### config.mk
export PLATFORM = sky130hd
export DESIGN_NAME = pe_noc_interface
export DESIGN_NICKNAME = d
export VERILOG_FILES = /design/src/rtl/pe_noc_interface.sv
export SDC_FILE = /design/constraint.sdc
export NUM_CORES = 1
export LEC_CHECK = 0
export BUFFER_PORTS_ARGS = -buffer_cell sky130_fd_sc_hd__buf_2
export CAP_MARGIN = 10
export CORE_MARGIN = 5
export CORE_UTILIZATION = 49
export CTS_CLUSTER_SIZE = 40
export DETAILED_ROUTE_END_ITERATION = 8
export GPL_TIMING_DRIVEN = 0
export PLACE_DENSITY_LB_ADDON = 0.05
export SYNTH_ARGS = -nofsm -noshare
export SYNTH_HDL_FRONTEND = slang
export SYNTH_SLANG_ARGS = --single-unit
### constraint.sdc
create_clock -name i_sclk -period 2.94 [get_ports i_sclk]
set_input_delay 0.147 -clock i_sclk [delete_from_list [all_inputs] [get_ports i_sclk]]
set_output_delay 0.147 -clock i_sclk [all_outputs]
set_load 0.1 [all_outputs]
### src/rtl/pe_noc_interface.sv
// pe_noc_interface: network interface between one PE and one leaf port of the BTree NoC.
// TX builds {dest, data} flits into a FWFT FIFO; RX filters flits by address and buffers payloads.

module pe_noc_fifo #(
   parameter int unsigned Width = 36,
   parameter int unsigned Depth = 4
) (
   input  logic             clk,
   input  logic             rst_n,
   input  logic             wr_en,
   input  logic [Width-1:0] wr_data,
   input  logic             rd_en,
   output logic [Width-1:0] rd_data,
   output logic             rd_valid,
   output logic             wr_ready
);

   localparam int unsigned PtrW = $clog2(Depth);
   localparam int unsigned CntW = PtrW + 1;

   logic [Width-1:0] mem [Depth];
   logic [PtrW-1:0]  wr_ptr;
   logic [PtrW-1:0]  rd_ptr;
   logic [CntW-1:0]  count;
   logic [CntW-1:0]  count_next;

   // Occupancy after this edge; push and pop together leave it unchanged.
   always_comb begin
      count_next = count + CntW'(wr_en) - CntW'(rd_en);
   end

   // Head entry falls through to the output.
   assign rd_data = mem[rd_ptr];

   // Storage, pointers (wrap naturally at power-of-two depth) and registered flags.
   always_ff @(posedge clk or negedge rst_n) begin
      if (!rst_n) begin
         for (int unsigned i = 0; i < Depth; i++) mem[i] <= '0;
         wr_ptr   <= '0;
         rd_ptr   <= '0;
         count    <= '0;
         rd_valid <= 1'b0;
         wr_ready <= 1'b0;
      end else begin
         if (wr_en) begin
            mem[wr_ptr] <= wr_data;
            wr_ptr      <= wr_ptr + PtrW'(1);
         end
         if (rd_en) rd_ptr <= rd_ptr + PtrW'(1);
         count    <= count_next;
         rd_valid <= (count_next != CntW'(0));
         wr_ready <= (count_next != CntW'(Depth));
      end
   end

endmodule

module pe_noc_interface #(
   parameter int unsigned DataWidth = 32,
   parameter int unsigned AddrWidth = 4,
   parameter int unsigned MyAddr    = 0,
   parameter int unsigned FifoDepth = 4
) (
   input  logic                           i_sclk,
   input  logic                           i_reset,
   input  logic [DataWidth-1:0]           i_pe_data,
   input  logic [AddrWidth-1:0]           i_pe_dest,
   input  logic                           i_pe_data_valid,
   output logic                           o_pe_data_ready,
   output logic [DataWidth-1:0]           o_pe_data,
   output logic                           o_pe_data_valid,
   input  logic                           i_pe_data_ready,
   output logic [DataWidth+AddrWidth-1:0] o_noc_data,
   output logic                           o_noc_data_valid,
   input  logic                           i_noc_data_ready,
   input  logic [DataWidth+AddrWidth-1:0] i_noc_data,
   input  logic                           i_noc_data_valid,
   output logic                           o_noc_data_ready,
   output logic [15:0]                    o_tx_count,
   output logic [15:0]                    o_rx_count,
   output logic [7:0]                     o_misroute_count
);

   localparam int unsigned FlitW = DataWidth + AddrWidth;

   logic tx_push;
   logic tx_pop;
   logic rx_xfer;
   logic addr_hit;
   logic rx_push;
   logic rx_pop;

   // Handshake qualification for all three interfaces.
   always_comb begin
      tx_push  = i_pe_data_valid & o_pe_data_ready;
      tx_pop   = o_noc_data_valid & i_noc_data_ready;
      rx_xfer  = i_noc_data_valid & o_noc_data_ready;
      addr_hit = (i_noc_data[FlitW-1:DataWidth] == AddrWidth'(MyAddr));
      rx_push  = rx_xfer & addr_hit;
      rx_pop   = o_pe_data_valid & i_pe_data_ready;
   end

   pe_noc_fifo #(.Width(FlitW), .Depth(FifoDepth)) u_tx_fifo (
      .clk      (i_sclk),
      .rst_n    (i_reset),
      .wr_en    (tx_push),
      .wr_data  ({i_pe_dest, i_pe_data}),
      .rd_en    (tx_pop),
      .rd_data  (o_noc_data),
      .rd_valid (o_noc_data_valid),
      .wr_ready (o_pe_data_ready)
   );

   pe_noc_fifo #(.Width(DataWidth), .Depth(FifoDepth)) u_rx_fifo (
      .clk      (i_sclk),
      .rst_n    (i_reset),
      .wr_en    (rx_push),
      .wr_data  (i_noc_data[DataWidth-1:0]),
      .rd_en    (rx_pop),
      .rd_data  (o_pe_data),
      .rd_valid (o_pe_data_valid),
      .wr_ready (o_noc_data_ready)
   );

   // Traffic counters: TX/RX wrap, misroute saturates.
   always_ff @(posedge i_sclk or negedge i_reset) begin
      if (!i_reset) begin
         o_tx_count       <= '0;
         o_rx_count       <= '0;
         o_misroute_count <= '0;
      end else begin
         if (tx_pop) o_tx_count <= o_tx_count + 16'd1;
         if (rx_pop) o_rx_count <= o_rx_count + 16'd1;
         if (rx_xfer && !addr_hit && (o_misroute_count != 8'hFF))
            o_misroute_count <= o_misroute_count + 8'd1;
      end
   end

endmodule

==> results of run 1 <==
cell families after synthesis:
family / synth area share [%]
adder cells (fa/ha/maj): 1.58
AO/OA/AOI/OAI: 0.217
XOR/XNOR: 2.80
buffers and inverters: 2.35
flip-flops: 57.4
multiplexers: 32.3
AND/OR/NAND/NOR: 3.39
timing repair:
action | 4_1_cts | 5_1_grt
pin swaps | 0 | 0
setup endpoints to repair | 10 | 19
gates resized for setup | 1 | 4
hold buffers | 70 | 0
hold endpoints to repair | 327 | 0
routing by layer:
| metal | global-route usage, % | vias to the layer above |
|---|---|---|
| met2 | 27.5 | 181 |
| li1 | - | 3864 |
| met4 | 4.32 | 0 |
| met3 | 4.87 | 39 |
| met1 | 27.5 | 4369 |
| met5 | 0 | - |
path summary, 6_finish.rpt:
path / from / endpoint / slack, ns / depth (start not counted)
max in group asynchronous: i_reset / u_rx_fifo.count[2] / 1.55 / 4
worst max-delay path: u_rx_fifo.rd_ptr[0] / o_pe_data[15] / 0.18 / 4
min in group asynchronous: i_reset / u_tx_fifo.mem[81] / 0.15 / 2
worst min-delay path: i_noc_data_valid / o_misroute_count[2] / 0.04 / 3
worst max register to register: u_tx_fifo.rd_valid / u_tx_fifo.rd_valid / 0.57 / 10
worst min register to register: o_rx_count[15] / o_rx_count[15] / 0.47 / 1
cell type report:
class                           instances  area, sq um  share of cell area [%]
Sequential cell                       330         8260                    46.2
Buffer                                 42          274                    1.53
Clock inverter                         13          144                   0.805
Tap cell                              384          480                    2.69
Clock buffer                           55         1120                    6.24
Inverter                               18         67.6                   0.378
Multi-Input combinational cell        501         5790                    32.4
Timing Repair Buffer                  262         1740                    9.73
Antenna cell                            1         2.50                  0.0140
worst max-delay path, delay by kind of cell, from the launching register on:
kind / cells / cell delay (ns)
buffers and inverters: 3 / 1.20
flip-flops: 1 / 0.33
multiplexers: 1 / 0.57
per-stage QoR:
step	worst slack, ns	utilization, %	area [sq um]	std cells
3_5_place_dp	0.509	55.1	15900	1467
5_1_grt	0.0144	61.9	17900	1606
3_3_place_gp	-4.87	54.8	15800	1464
2_1_floorplan	0.0723	-	14400	891
6_report	0.184	61.9	17900	1606
4_1_cts	0.0229	61.9	17900	1605
cells in the mapped netlist, drive strengths merged, types with 2 or more instances:
cell    count
nand4      12
or3         2
and3        2
inv        18
fa          2
o21ai       2
mux2      274
mux4       68
xor2       15
or4         3
and4        2
nor3        4
nor4        3
xnor2      31
buf        31
nand3       9
nor2       14
nand2      34
ha         15
dfrtp     330
clkbuf     11
state kept, by name, summed over array words and instances (netlist names), 2 cells and up:
signal and cells:
o_misroute_count 8, o_rx_count 16, o_tx_count 16, u_rx_fifo.count 3
u_rx_fifo.mem 128, u_rx_fifo.rd_ptr 2, u_rx_fifo.wr_ptr 2, u_tx_fifo.count 3
u_tx_fifo.mem 144, u_tx_fifo.rd_ptr 2, u_tx_fifo.wr_ptr 2
==> flow_metrics.tcl, run 1 <==
set metrics [dict create \
    synth_top_area_share_pct 57.4 \
    grt_antenna_before_repair 1 \
    wl_met2_mm 13.3 \
    maxSlewViolCount 0 \
    fin_skew_ns 0.0117 \
    wl_mm 29.7 \
    period_needed_ns 2.76 \
    fp.dieArea_sq_mm 0.0329 \
    crit_chain "clkbuf_1 > buf_2 > mux4_2 > buf_2" \
    ys_seq_elements 330 \
    fillers 2318 \
    hp-class "input port to register" \
    rsz0062_at_grt "false" \
    rows 62 \
    grt_pass1_wl_mm 49.6 \
    grt_max_degree 100 \
    yosysWarningCount 0 \
    cp-start-kind "register" \
    crit_path_end_kind "primary output" \
    finalCritPeriodShare_pct 93.7 \
    crit_fanout 10 \
    wire_per_inst_um 18.5 \
    cpMaxStageDelayCell "mux4_2" \
    synth_area_sq_mm 0.0144 \
    yosys-top-cells-area "dfrtp_1 (57%), mux2_2 (21%), mux4_2 (11%)" \
    clock-root-buffer "clkbuf_16" \
    ys.flop_type "dfrtp_1" \
    firstDrtPassIters 4 \
    chipWidth_um 181 \
    cts_tree "done" \
    drc 0 \
    final_common_cell "dfrtp_1" \
    avgSynthCellArea_sq_um 16.1 \
    cts-htree-levels 2 \
    insertion_delay_ns 0.51 \
    clockBufferDepth 3 \
    start_util_pct 49.9 \
    hold_violations 0 \
    syn_nets 986 \
    gp_congestion 0.751 \
    io_pins 190 \
    crit_arrival_ns 2.61 \
    cts_setup_buffers 0 \
    cts_buffers 37 \
    drive_gt1_share_pct 51.6 \
    cap_violations 0 \
    yosysTopAreaCell "dfrtp_1" \
    path_class "register to primary output" \
    required_ns 2.79 \
    num_vias 8453 \
    hpwl_mm 19.5 \
    drt.antenna.violating_nets 0 \
    drt-initial-drc-count 344 \
    cpMostUsedCell "buf_2" \
    dieHeight_um 181 \
    routed.top_layer "met4" \
    setup_tns_ns 0 \
    max_freq_mhz 363 \
    layout_common_cells "dfrtp_1 (330), mux2_2 (266), buf_2 (207)" \
    overflow 0 \
    ys_seq_area_share_pct 57.4 \
    vias_per_cell 5.26 \
    clk_pin_slew_ns 0.06 \
    portBuffers 189 \
    finalSetupViolations 0 \
    drt-met1-wl_mm 14.0 \
    synth_edf_count 0 \
    whs_ns 0.0442 \
    clock-sinks 330 \
    gr-usage-all-layers_pct 18.5 \
    synth.distinct_cells 37 \
    grt_pass1_vias 9107 \
    tightestPinTransition_ns 0.915 \
    coreArea_sq_mm 0.0289 \
    critical-path-max-stage-delay_ns 0.57 \
    dr_wl_met3_mm 1.80 \
    async_flop_share_pct 100 \
    synthCells 891 \
    area_delta_synth_final_pct 24.2 \
    status "completed" \
    max-slew-margin-rel_pct 39.0 \
    final_nets 1287 \
]
Power of run 1 is not shown: default switching activity piles up to over one toggle a cycle in this logic, so the estimate is an artifact.
==> run 2, diff against run 1 <==
--- a/config.mk
+++ b/config.mk
@@ -5,10 +5,11 @@
 export SDC_FILE = /design/constraint.sdc
 export NUM_CORES = 1
 export LEC_CHECK = 0
+export ABC_AREA = 1
 export BUFFER_PORTS_ARGS = -buffer_cell sky130_fd_sc_hd__buf_2
 export CAP_MARGIN = 10
 export CORE_MARGIN = 5
-export CORE_UTILIZATION = 49
+export CORE_UTILIZATION = 58
 export CTS_CLUSTER_SIZE = 40
 export DETAILED_ROUTE_END_ITERATION = 8
 export GPL_TIMING_DRIVEN = 0
==> run 2 against run 1 <==
- maximum frequency fell by 2.2%
- via count rose by 61%
- clock skew fell by 0.0018 ns
- critical path type unchanged
- highest routed layer unchanged
==> flow_metrics.tcl, run 2 <==
set metrics [dict create \
    maxSlewViolCount 0 \
    grt_max_degree 94 \
    max-slew-margin-rel_pct 56.6 \
    grtUsageMet2_pct 49.2 \
    use_met1_pct 38.9 \
    hpwl_mm 27.8 \
    start_util_pct 58.3 \
    grt_pass1_vias 13800 \
    synthCells 1792 \
    ys_seq_elements 330 \
    gr-usage-all-layers_pct 29.2 \
    cts_tree "done" \
    layout_setup_ws_ns 0.122 \
    overflow 0 \
    vias_per_cell 5.54 \
    clock-sinks 330 \
    crit_chain "buf_2 > inv_2 > clkbuf_1 > nor2_1 > o22ai_1 > buf_2" \
    grt_pass1_wl_mm 69.2 \
    yosysTopAreaCell "dfrtp_1" \
    largest_reg_flops 144 \
    clockBufferDepth 3 \
    ys_seq_area_share_pct 55.0 \
    max_freq_mhz 355 \
    yosysWarningCount 0 \
    status "completed" \
    cts-htree-levels 2 \
    grt_antenna_before_repair 1 \
    gp_congestion 0.846 \
    layout_common_cells "nand2_1 (513), dfrtp_1 (330), o21ai_0 (295)" \
    cts_setup_buffers 0 \
    wl_mm 42.8 \
    synth.distinct_cells 29 \
    final_common_cell "nand2_1" \
    path_class "register to primary output" \
    cts_buffers 36 \
    hp-class "input port to register" \
    drt-initial-drc-count 1284 \
    setup_tns_ns 0 \
    area_delta_synth_final_pct 22.7 \
    busiest_layer "met2" \
    reg_top3 "u_tx_fifo.mem x144, u_rx_fifo.mem x128" \
    tightestPinTransition_ns 0.650 \
    drt.antenna.violating_nets 0 \
    drive_gt1_share_pct 14.0 \
    async_flop_share_pct 100 \
    portBuffers 189 \
    firstDrtPassIters 5 \
    finalSetupViolations 0 \
    hold_violations 0 \
    rows 59 \
    fp.dieArea_sq_mm 0.0292 \
    fin_skew_ns 0.00991 \
    rsz0062_at_grt "false" \
    use_met3_pct 5.29 \
    synth_edf_count 0 \
    drc 0 \
    critical-path-max-stage-delay_ns 0.51 \
    synth_area_sq_mm 0.0150 \
    regMostFlops "u_tx_fifo.mem" \
    finalCritPeriodShare_pct 95.9 \
    ys_top_cells_by_count "nand2_1 (513), dfrtp_1 (330), o21ai_0 (295)" \
    cap_violations 0 \
    cpMostUsedCell "buf_2" \
    cp-start-kind "register" \
    num_vias 13600 \
    fillers 2046 \
    wire_per_inst_um 17.5 \
    crit_path_end_kind "primary output" \
    chipWidth_um 171 \
    dieHeight_um 171 \
    syn_nets 1887 \
    cpMaxStageDelayCell "buf_2" \
    crit_arrival_ns 2.67 \
    period_needed_ns 2.82 \
    crit_fanout 10 \
    ys.flop_type "dfrtp_1" \
    final_nets 2187 \
    yosysMostFrequentCell "nand2_1" \
    clk_pin_slew_ns 0.06 \
    required_ns 2.79 \
    insertion_delay_ns 0.51 \
    place_ws_ns 0.372 \
    avgSynthCellArea_sq_um 8.38 \
    coreArea_sq_mm 0.0258 \
    clock-root-buffer "clkbuf_16" \
    io_pins 190 \
    synth_top_area_share_pct 55.0 \
    yosys-top-cells-area "dfrtp_1 (55%), nand2_1 (13%), o21ai_0 (9.8%)" \
]
==> run 2: cell type report <==
cell class | instances | area (sq um) | share of cell area [%]
buffer | 108 | 564 | 3.06
tap | 335 | 419 | 2.27
inverter | 98 | 370 | 2.01
antenna | 1 | 2.50 | 0.0136
clock buffer | 51 | 1070 | 5.80
timing repair buffer | 262 | 1750 | 9.48
multi-input combinational | 1256 | 5830 | 31.6
sequential | 330 | 8260 | 44.8
clock inverter | 12 | 165 | 0.896
==> run 2: repair_timing <==
item | CTS | global route
hold buffers | 70 | 0
endpoints found under the setup margin | 0 | 9
resized for setup | 0 | 5
hold endpoints to repair | 342 | 0
==> run 2: path summary, 6_finish.rpt <==
check                                    startpoint                  end  slack [ns]  depth (start not counted)
worst max-delay path            u_tx_fifo.rd_ptr[0]        o_noc_data[0]        0.12                          6
min in group asynchronous                   i_reset     u_tx_fifo.mem[8]        0.20                          2
worst min register to register    u_rx_fifo.mem[57]    u_rx_fifo.mem[57]        0.47                          2
worst max register to register   u_tx_fifo.rd_valid   u_tx_fifo.rd_valid        0.30                         10
worst min-delay path                i_pe_data_valid  u_tx_fifo.wr_ptr[0]        0.03                          3
max in group asynchronous                   i_reset  o_misroute_count[1]        1.43                          4
==> run 2: kinds of logic (layout without fill, tap and decap cells) <==
| kind of cell | after synthesis | count (layout) | share of synthesized area (%) |
|---|---|---|---|
| adders and majority gates | 17 | 17 | 1.52 |
| other | 0 | 1 | 0 |
| xor gates and xnor gates | 29 | 29 | 1.69 |
| and+or+nand+nor | 726 | 726 | 18.8 |
| DFF | 330 | 330 | 55.0 |
| AOI/OAI and AO/OA | 484 | 484 | 16.8 |
| buffers and inverters | 206 | 531 | 6.21 |
==> run 2: critical path: cells and delay by family (launching register included) <==
kind                   cells  cell delay (ns)
AOI/OAI and AO/OA          1             0.35
buffers and inverters      4             1.36
DFF                        1             0.37
and+or+nand+nor            1             0.07
==> run 2: per-stage QoR <==
step	utilization, %	hold WS [ns]	std cells	cell area (sq um)
finish	71.5	0.0320	2453	18400
global route	71.5	0.0267	2453	18400
CTS	71.5	0.0271	2452	18400
detailed placement	64.0	0.167	2319	16500
global placement	63.6	0.397	2316	16400
floorplan	-	-0.149	1792	15000
==> run 2: per-layer routing <==
| metal | up-vias | wire [um] |
|---|---|---|
| met2 | 538 | 21100 |
| met4 | 0 | 1210 |
| met5 | - | 0 |
| met3 | 95 | 3190 |
| met1 | 6513 | 17300 |
| li1 | 6451 | - |
Power of run 2 is left out for the same reason.
==> run 3, diff against run 2 <==
--- a/config.mk
+++ b/config.mk
@@ -5,7 +5,6 @@
 export SDC_FILE = /design/constraint.sdc
 export NUM_CORES = 1
 export LEC_CHECK = 0
-export ABC_AREA = 1
 export BUFFER_PORTS_ARGS = -buffer_cell sky130_fd_sc_hd__buf_2
 export CAP_MARGIN = 10
 export CORE_MARGIN = 5
==> run 3 against run 2 <==
- maximum frequency rose by 4.7%
- cell count fell by 37%
- clock skew rose by 0.0042 ns
- via count fell by 38%
- critical path depth fell by 2
- global-route usage fell by 8.5 points
- wire length fell by 34%
- critical path type unchanged
- largest cell class unchanged
==> flow_metrics.tcl, run 3 (same netlist as run 1, synthesis figures left out) <==
set metrics [dict create \
    tightestPinTransition_ns 0.913 \
    clk_pin_slew_ns 0.05 \
    cpMaxStageDelayCell "mux4_2" \
    whs_endpoint "o_misroute_count[2]" \
    r2r-start "u_tx_fifo.rd_valid" \
    cts-htree-levels 2 \
    crit_chain "clkbuf_1 > buf_2 > mux4_2 > buf_2" \
    coreArea_sq_mm 0.0244 \
    io_pins 190 \
    gp_congestion 0.759 \
    rsz0062_at_grt "false" \
    period_needed_ns 2.69 \
    holdPathStages 3 \
    layout_common_cells "dfrtp_1 (330), mux2_2 (266), buf_2 (206)" \
    portBuffers 189 \
    cp-start-kind "register" \
    max-slew-margin-rel_pct 39.1 \
    hp-class "input port to register" \
    register_area_sq_mm 0.00826 \
    fillers 1671 \
    ff2ff_path_depth 10 \
    max_freq_mhz 372 \
    worstHoldStart "i_noc_data_valid" \
    crit_path_end_kind "primary output" \
    critical-path-max-stage-delay_ns 0.58 \
    rows 57 \
    clock-sinks 330 \
    grt_max_degree 119 \
    crit_arrival_ns 2.54 \
    cpMostUsedCell "buf_2" \
    layout_setup_ws_ns 0.249 \
    r2r_setup_slack_ns 0.57 \
    cts_tree "done" \
    place_ws_ns 0.568 \
    grt_antenna_before_repair 1 \
    wl_mm 28.2 \
    largest_reg_flops 144 \
    fp.dieArea_sq_mm 0.0281 \
    drt-initial-drc-count 459 \
    drive_gt1_share_pct 51.4 \
    grt_pass1_vias 9061 \
    finalCritPeriodShare_pct 91.5 \
    timing.rr.end "u_tx_fifo.rd_valid" \
    status "completed" \
    clockBufferDepth 3 \
    cap_violations 0 \
    reg_top3 "u_tx_fifo.mem x144, u_rx_fifo.mem x128" \
    cp_top_family "buffers and inverters" \
    gr-usage-all-layers_pct 20.7 \
    multiInputGateArea_sq_mm 0.00579 \
    num_vias 8428 \
    cts_buffers 37 \
    drt.antenna.violating_nets 0 \
    start_util_pct 59.0 \
    path_buf_inv 3 \
    chipWidth_um 168 \
    area_delta_synth_final_pct 22.9 \
    crit_fanout 10 \
    firstDrtPassIters 4 \
    dieHeight_um 168 \
    drc 0 \
    hold_violations 0 \
    finalSetupViolations 0 \
    required_ns 2.79 \
    clock-root-buffer "clkbuf_16" \
    overflow 0 \
    grt_pass1_wl_mm 47.7 \
    wire_per_inst_um 18.3 \
    insertion_delay_ns 0.50 \
    path_class "register to primary output" \
    vias_per_cell 5.47 \
    final_nets 1286 \
    hpwl_mm 18.7 \
    fin_skew_ns 0.0141 \
    final_common_cell "dfrtp_1" \
    regMostFlops "u_tx_fifo.mem" \
    maxSlewViolCount 0 \
]
==> run 3: cell count changes in the layout (fill, tap and decap cells not counted), moves of 18 or more <==
cell,previous run,this run
mux4_2,0,68
o22ai_1,68,0
o21ai_1,117,0
inv_1,94,18
nor2_1,174,13
o21ai_0,295,2
xnor2_1,13,31
nand2_1,513,30
mux2_2,0,266
clkbuf_1,78,17
==> run 3: tightest hold or removal path, stage by stage <==
cell and delay (ns):
buf_2 0.11, nand4_1 0.16, mux2i_1 0.09
==> run 3: how the worst max path moves through the flow <==
stage / slack [ns] / start / to / depth (start not counted)
after floorplan: 0.07 / u_tx_fifo.rd_valid / u_tx_fifo.rd_valid / 10
after global placement: -4.63 / i_reset / o_rx_count[9] / 1
after detailed placement: 0.57 / u_tx_fifo.rd_valid / u_tx_fifo.rd_valid / 10
after CTS: 0.04 / u_tx_fifo.rd_ptr[1] / o_noc_data[25] / 4
after global routing: 0.05 / u_rx_fifo.rd_ptr[0] / o_pe_data[15] / 4
final: 0.25 / u_rx_fifo.rd_ptr[0] / o_pe_data[6] / 4
==> run 3: what timing repair did <==
action / in CTS / in global routing
hold endpoints to repair: 368 / 0
buffers inserted: 0 / 0
resized for setup: 0 / 5
hold buffers: 70 / 0
setup endpoints to repair: 0 / 22
==> run 3: routing by layer <==
layer	GRT usage [%]	vias up	part of all wire (%)
met5	0	-	0
met4	5.08	0	2.1
met3	4.38	43	5.9
met2	32.9	194	47
met1	29.9	4350	45
li1	-	3841	-
==> run 3: metrics by stage <==
step           hold slack, ns  cells  utilization [%]  TNS (ns)  instance area, sq um
2_1_floorplan          -0.149    891                -         0                 14400
3_3_place_gp            0.410   1404             64.5  -1518.98                 15700
3_5_place_dp            0.228   1406             64.8         0                 15800
4_1_cts                0.0494   1540             72.4         0                 17700
5_1_grt                0.0923   1541             72.5         0                 17700
6_report               0.0671   1541             72.5         0                 17700
==> run 3: cell type report <==
cell class,count,area share (%)
Antenna cell,1,0.0142
Clock buffer,52,5.95
Tap cell,324,2.29
Timing Repair Buffer,261,9.68
Clock inverter,12,0.637
Sequential cell,330,46.7
Inverter,18,0.382
Buffer,42,1.55
Multi-Input combinational cell,501,32.8
Power of run 3 is left out for the same reason.
